**src/rtl/audio_chan_serializer_pkg.sv**
```systemverilog
// Shared audio definitions: default channel count and sample width, the
// sample type, and the frame serializer FSM state encoding.
package audio_chan_serializer_pkg;

  localparam int unsigned AUDIO_WIDTH        = 24;
  localparam int unsigned NUM_AUDIO_CHANNELS = 8;

  typedef logic [AUDIO_WIDTH-1:0] sample_t;

  typedef enum logic [1:0] {
    IDLE   = 2'd0,
    POP    = 2'd1,
    WAIT   = 2'd2,
    STREAM = 2'd3
  } state_t;

endpackage

```
**src/rtl/audio_chan_serializer.sv**
```systemverilog
// Pops one parallel audio frame from the upstream input buffer, holds it in
// a frame register, and streams it out one channel per beat with ready/valid
// flow control.
//
// Ports:
//   sys_clk          sole clock, rising edge
//   sys_rst          synchronous active-high reset
//   buffer_ready     upstream buffer holds at least one unread frame
//   adv_read_enable  one-cycle pop pulse to the upstream buffer
//   audio_channel_in parallel frame from the upstream buffer
//   m_data/m_chan    serialized sample and its channel index
//   m_last           final channel of the frame
//   m_valid/m_ready  beat handshake
//   busy             frame in progress
//   frame_count      completed frames, modulo 2^16
module audio_chan_serializer #(
  parameter int unsigned NUM_AUDIO_CHANNELS = audio_chan_serializer_pkg::NUM_AUDIO_CHANNELS,
  parameter int unsigned AUDIO_WIDTH        = audio_chan_serializer_pkg::AUDIO_WIDTH,
  parameter int unsigned READ_LATENCY       = 1,
  localparam int unsigned CHAN_W            = $clog2(NUM_AUDIO_CHANNELS)
) (
  input  logic                   sys_clk,
  input  logic                   sys_rst,
  input  logic                   buffer_ready,
  output logic                   adv_read_enable,
  input  logic [AUDIO_WIDTH-1:0] audio_channel_in [NUM_AUDIO_CHANNELS],
  output logic [AUDIO_WIDTH-1:0] m_data,
  output logic [CHAN_W-1:0]      m_chan,
  output logic                   m_last,
  output logic                   m_valid,
  input  logic                   m_ready,
  output logic                   busy,
  output logic [15:0]            frame_count
);

  import audio_chan_serializer_pkg::*;

  localparam int unsigned WAIT_W = 3;
  localparam logic [CHAN_W-1:0] LAST_IDX = CHAN_W'(NUM_AUDIO_CHANNELS - 1);
  localparam logic [WAIT_W-1:0] WAIT_END = WAIT_W'(READ_LATENCY - 1);

  state_t                 state, state_next;
  logic [WAIT_W-1:0]      wait_cnt, wait_next;
  logic [AUDIO_WIDTH-1:0] frame      [NUM_AUDIO_CHANNELS];
  logic [AUDIO_WIDTH-1:0] frame_next [NUM_AUDIO_CHANNELS];
  logic [CHAN_W-1:0]      idx_next;
  logic [CHAN_W-1:0]      idx_inc_c;
  logic [AUDIO_WIDTH-1:0] data_next;
  logic                   valid_next;
  logic                   last_next;
  logic                   adv_next;
  logic                   busy_next;
  logic [15:0]            count_next;

  // m_chan doubles as the channel index register.
  assign idx_inc_c = m_chan + 1'b1;

  // Next-state and next-output logic; every output is a register loaded
  // from the value it must show in the coming state.
  always_comb begin
    state_next = state;
    wait_next  = wait_cnt;
    frame_next = frame;
    idx_next   = m_chan;
    data_next  = m_data;
    valid_next = 1'b0;
    last_next  = 1'b0;
    adv_next   = 1'b0;
    count_next = frame_count;

    case (state)
      IDLE: begin
        if (buffer_ready) begin
          state_next = POP;
          adv_next   = 1'b1;
        end
      end

      POP: begin
        state_next = WAIT;
        wait_next  = '0;
      end

      WAIT: begin
        if (wait_cnt == WAIT_END) begin
          // Read data is valid now regardless of buffer_ready.
          state_next = STREAM;
          frame_next = audio_channel_in;
          idx_next   = '0;
          data_next  = audio_channel_in[0];
          valid_next = 1'b1;
        end else begin
          wait_next = wait_cnt + 1'b1;
        end
      end

      STREAM: begin
        valid_next = 1'b1;
        last_next  = m_last;
        if (m_ready) begin
          if (m_chan == LAST_IDX) begin
            state_next = IDLE;
            idx_next   = '0;
            valid_next = 1'b0;
            last_next  = 1'b0;
            count_next = frame_count + 16'd1;
          end else begin
            idx_next  = idx_inc_c;
            data_next = frame[idx_inc_c];
            last_next = (idx_inc_c == LAST_IDX);
          end
        end
      end

      default: state_next = IDLE;
    endcase

    busy_next = (state_next != IDLE);
  end

  // State and output registers.
  always_ff @(posedge sys_clk) begin
    if (sys_rst) begin
      state           <= IDLE;
      wait_cnt        <= '0;
      frame           <= '{default: '0};
      m_chan          <= '0;
      m_data          <= '0;
      m_valid         <= 1'b0;
      m_last          <= 1'b0;
      adv_read_enable <= 1'b0;
      busy            <= 1'b0;
      frame_count     <= '0;
    end else begin
      state           <= state_next;
      wait_cnt        <= wait_next;
      frame           <= frame_next;
      m_chan          <= idx_next;
      m_data          <= data_next;
      m_valid         <= valid_next;
      m_last          <= last_next;
      adv_read_enable <= adv_next;
      busy            <= busy_next;
      frame_count     <= count_next;
    end
  end

endmodule

```
**config.mk**
```make
export PLATFORM = sky130hd
export DESIGN_NAME = audio_chan_serializer
export DESIGN_NICKNAME = d
export VERILOG_FILES = /design/src/rtl/audio_chan_serializer_pkg.sv /design/src/rtl/audio_chan_serializer.sv
export SDC_FILE = /design/constraint.sdc
export NUM_CORES = 1
export LEC_CHECK = 0
export ABC_AREA = 1
export BUFFER_PORTS_ARGS = -buffer_cell sky130_fd_sc_hd__buf_2
export CORE_ASPECT_RATIO = 0.6
export CORE_MARGIN = 1
export CORE_UTILIZATION = 45
export DETAILED_ROUTE_END_ITERATION = 12
export PLACE_DENSITY_LB_ADDON = 0.08
export SLEW_MARGIN = 40
export SYNTH_ARGS = -nofsm -noshare
export SYNTH_HDL_FRONTEND = slang
export SYNTH_SLANG_ARGS = --single-unit
```
**constraint.sdc**
```tcl
create_clock -name sys_clk -period 3.7 [get_ports sys_clk]
set_clock_uncertainty 0.15 [all_clocks]
set_input_delay 0.555 -clock sys_clk [delete_from_list [all_inputs] [get_ports sys_clk]]
set_output_delay 0.555 -clock sys_clk [all_outputs]
set_load 0.05 [all_outputs]
```
==> results.json <==
{
  "fin_nets": 1903,
  "slowest_stage": "ha_4",
  "ys_seq_area_frac": 0.4468,
  "worst-path-max-fanout": 70,
  "yosysUniqueCellTypes": 33,
  "synth_area_leaders": "dfxtp_1, o21ai_0, nor2_1",
  "die_area_um2": 24940,
  "wl_met3_um": 2545,
  "slowest_delay_ns": 0.80,
  "wl_per_cell_um": 16.72,
  "worstSetupStartpointType": "register",
  "setup_tns_ns": 0,
  "start_util": 0.4660,
  "synthFlopType": "dfxtp_1",
  "r2r_start": "m_chan[0]",
  "p_leak_uw": 0.005695,
  "post-route-period-util": 0.8185,
  "cts_sinks": 244,
  "worstSetupEndpointType": "register",
  "holdPathEnd": "frame[117]",
  "yosysWarnings": 0,
  "syn_to_final_growth_pct": 18.14,
  "slew_headroom": 0.4814,
  "pwr-share-seq": 0.431,
  "syn_area_per_cell_um2": 7.140,
  "r2r_end": "m_data[8]",
  "synthesis.area_um2": 10930,
  "grt_pass1_vias": 9166,
  "drtIter0Drc": 987,
  "root_buffer": "clkbuf_16",
  "cts_resized": 0,
  "place_ws_ns": 0.7260,
  "synth-edff-count": 0,
  "p_sw_frac": 0.3065,
  "final_cell_mix": "nor2_1, dfxtp_1, buf_2",
  "numCtsBuffers": 24,
  "dp_hpwl_um": 23860,
  "port_buffers": 242,
  "p_switching_uw": 2164,
  "crit_chain": "buf_4 -> inv_1 -> ha_4 -> clkinv_1 -> nor2_1 -> o21ai_0 -> nand2_1 -> nand2_1 -> nand3_1 -> nand2_1 -> inv_1",
  "grt_pass1_wl_um": 51770,
  "grt_usage": 0.2663,
  "fmax_mhz": 330.2,
  "hold_viol_final": 0,
  "regToRegSetupSlack_ns": 0.67,
  "drc": 0,
  "maxCapViolCount": 0,
  "hold_class": "in -> reg",
  "ant_nets": 0,
  "via_count": 10478,
  "wl_met1_um": 17780,
  "rsz0062_at_grt": "false",
  "antenna_found_initial": 1,
  "place.gp.congestion": 0.8334,
  "path_delay_family": "buffers and inverters",
  "synth_top_area_share": 0.4468,
  "drv_slew": 0,
  "fin_ws_ns": 0.6714,
  "p_comb_frac": 0.203,
  "hold_start": "audio_channel_in[117]",
  "fin_crit_ns": 3.029,
  "cts_tree": "done",
  "grt_start_max_net_pins": 126,
  "firstDrtPassIters": 5,
  "path_clk_slew_ns": 0.07,
  "cts.htree.levels": 1,
  "coreArea_um2": 23460,
  "ctsLongestPathBuffers": 3,
  "p_clk_frac": 0.366,
  "crit_buf_inv": 4,
  "internal_power_uw": 4898,
  "die_w_um": 203.2,
  "insertion_delay_ns": 0.52,
  "crit_required_ns": 4.02,
  "hold_slack_ns": 0.1227,
  "worstMarginPinSlew_ns": 0.7778,
  "outcome": "finished, final reports clean",
  "criticalPathCategory": "reg -> reg",
  "fillers": 2338,
  "r2r_cells": 11,
  "p_per_area_nw_per_um2": 546.8,
  "cts_hold_buffers": 0,
  "io_pins": 243,
  "synth_area_leader_cell": "dfxtp_1",
  "cp_data_arrival_time_ns": 3.35,
  "syn_inst": 1531,
  "layout_commonest_cell": "nor2_1",
  "post-cts-setup-buffers": 0,
  "syn_nets": 1733,
  "ys_ff_latch": 244,
  "crit_top_cell": "nand2_1",
  "overflow": 0,
  "async_reset_ff_frac": 0,
  "drt_wl_total_um": 33980,
  "worstHoldPathCells": 3,
  "num_rows": 43,
  "top_layer": "met4",
  "drive_above_1_share": 0.1865,
  "vdd_drop_max_v": 0.0003450,
  "die_y_um": 122.7,
  "wl_met2_um": 13220,
  "finalSetupViolations": 0,
  "viasPerCell": 5.156
}
cells in the mapped netlist (4+ instances only):
| cell type | instances |
|---|---|
| inv_1 | 153 |
| nor2_1 | 270 |
| nor3_1 | 7 |
| o21ai_0 | 209 |
| nand3_1 | 44 |
| a21oi_1 | 125 |
| nand2_1 | 180 |
| buf_4 | 18 |
| buf_2 | 45 |
| ha_1 | 6 |
| inv_2 | 6 |
| o211ai_1 | 47 |
| nor2_2 | 4 |
| clkbuf_1 | 35 |
| o21ai_1 | 78 |
| buf_6 | 12 |
| a22oi_1 | 24 |
| dfxtp_1 | 244 |
metrics by stage:
stage | cells | cell area [um2] | utilization | power [uW]
CTS | 2031 | 12910 | 0.5505 | 7089
global route | 2031 | 12910 | 0.5505 | 7417
finish | 2032 | 12910 | 0.5506 | 7062
global placement | 1990 | 12080 | 0.5149 | 4494
detailed placement | 1990 | 12080 | 0.5149 | 4514
floorplan | 1531 | 10930 | - | 4095
cell type report:
cell class                 instances  area, um2  area share
antenna                            1      2.502   0.0001938
clock buffer                      35      753.2     0.05832
clock inverter                     6      80.08    0.006200
inverter                         162      615.6     0.04767
multi-input combinational       1012       4820      0.3732
sequential                       244       4888      0.3785
tap                              315      394.1     0.03052
timing repair buffer             257       1361      0.1054
power by group through the flow:
| stage | registers, uW | clock network [uW] | logic (uW) |
|---|---|---|---|
| floorplan | 3190 | 0 | 906 |
| global placement | 3090 | 0 | 1400 |
| detailed placement | 3100 | 0 | 1420 |
| CTS | 3040 | 2630 | 1420 |
| global route | 3070 | 2750 | 1600 |
| finish | 3040 | 2590 | 1430 |
layer usage:
| metal | vias up | global-route usage |
|---|---|---|
| li1 | 5348 | - |
| met1 | 4752 | 0.4240 |
| met2 | 343 | 0.3605 |
| met3 | 35 | 0.05762 |
| met4 | 0 | 0.04370 |
| met5 | - | 0 |
sequential cells by signal (all words and copies together), names as in the netlist:
signal and count:
m_chan 3, adv_read_enable 1, m_valid 1, m_data 24, frame 192, busy 1, state 2, m_last 1
frame_count 16, wait_cnt 3
worst register-to-register path, cell delays in order (launching register included):
cell	delay, ns
dfxtp_4	0.45
buf_4	0.31
inv_1	0.13
ha_4	0.80
clkinv_1	0.50
nor2_1	0.18
o21ai_0	0.10
nand2_1	0.08
nand2_1	0.06
nand3_1	0.11
nand2_1	0.06
inv_1	0.05
cell families (layout without fill, tap and decap cells):
family | count (synthesis) | after routing | synth area share
compound gates | 488 | 488 | 0.2407
fa+ha+maj | 6 | 6 | 0.006867
buf+inv | 275 | 460 | 0.1142
flops | 244 | 244 | 0.4468
other cells | 0 | 1 | 0
simple gates | 518 | 518 | 0.1914
worst max path at each step:
stage	start	to	slack, ns	cells after the start
3_3_place_gp	m_chan[0]	m_data[6]	0.78	11
3_5_place_dp	m_chan[0]	m_data[8]	0.73	11
4_1_cts	m_chan[0]	m_data[8]	0.70	11
6_report	m_chan[0]	m_data[8]	0.67	11
5_1_grt	m_chan[0]	m_data[8]	0.39	11
2_1_floorplan	m_chan[0]	m_data[0]	1.23	11
Note: power is estimated with default switching activity, not from simulation.
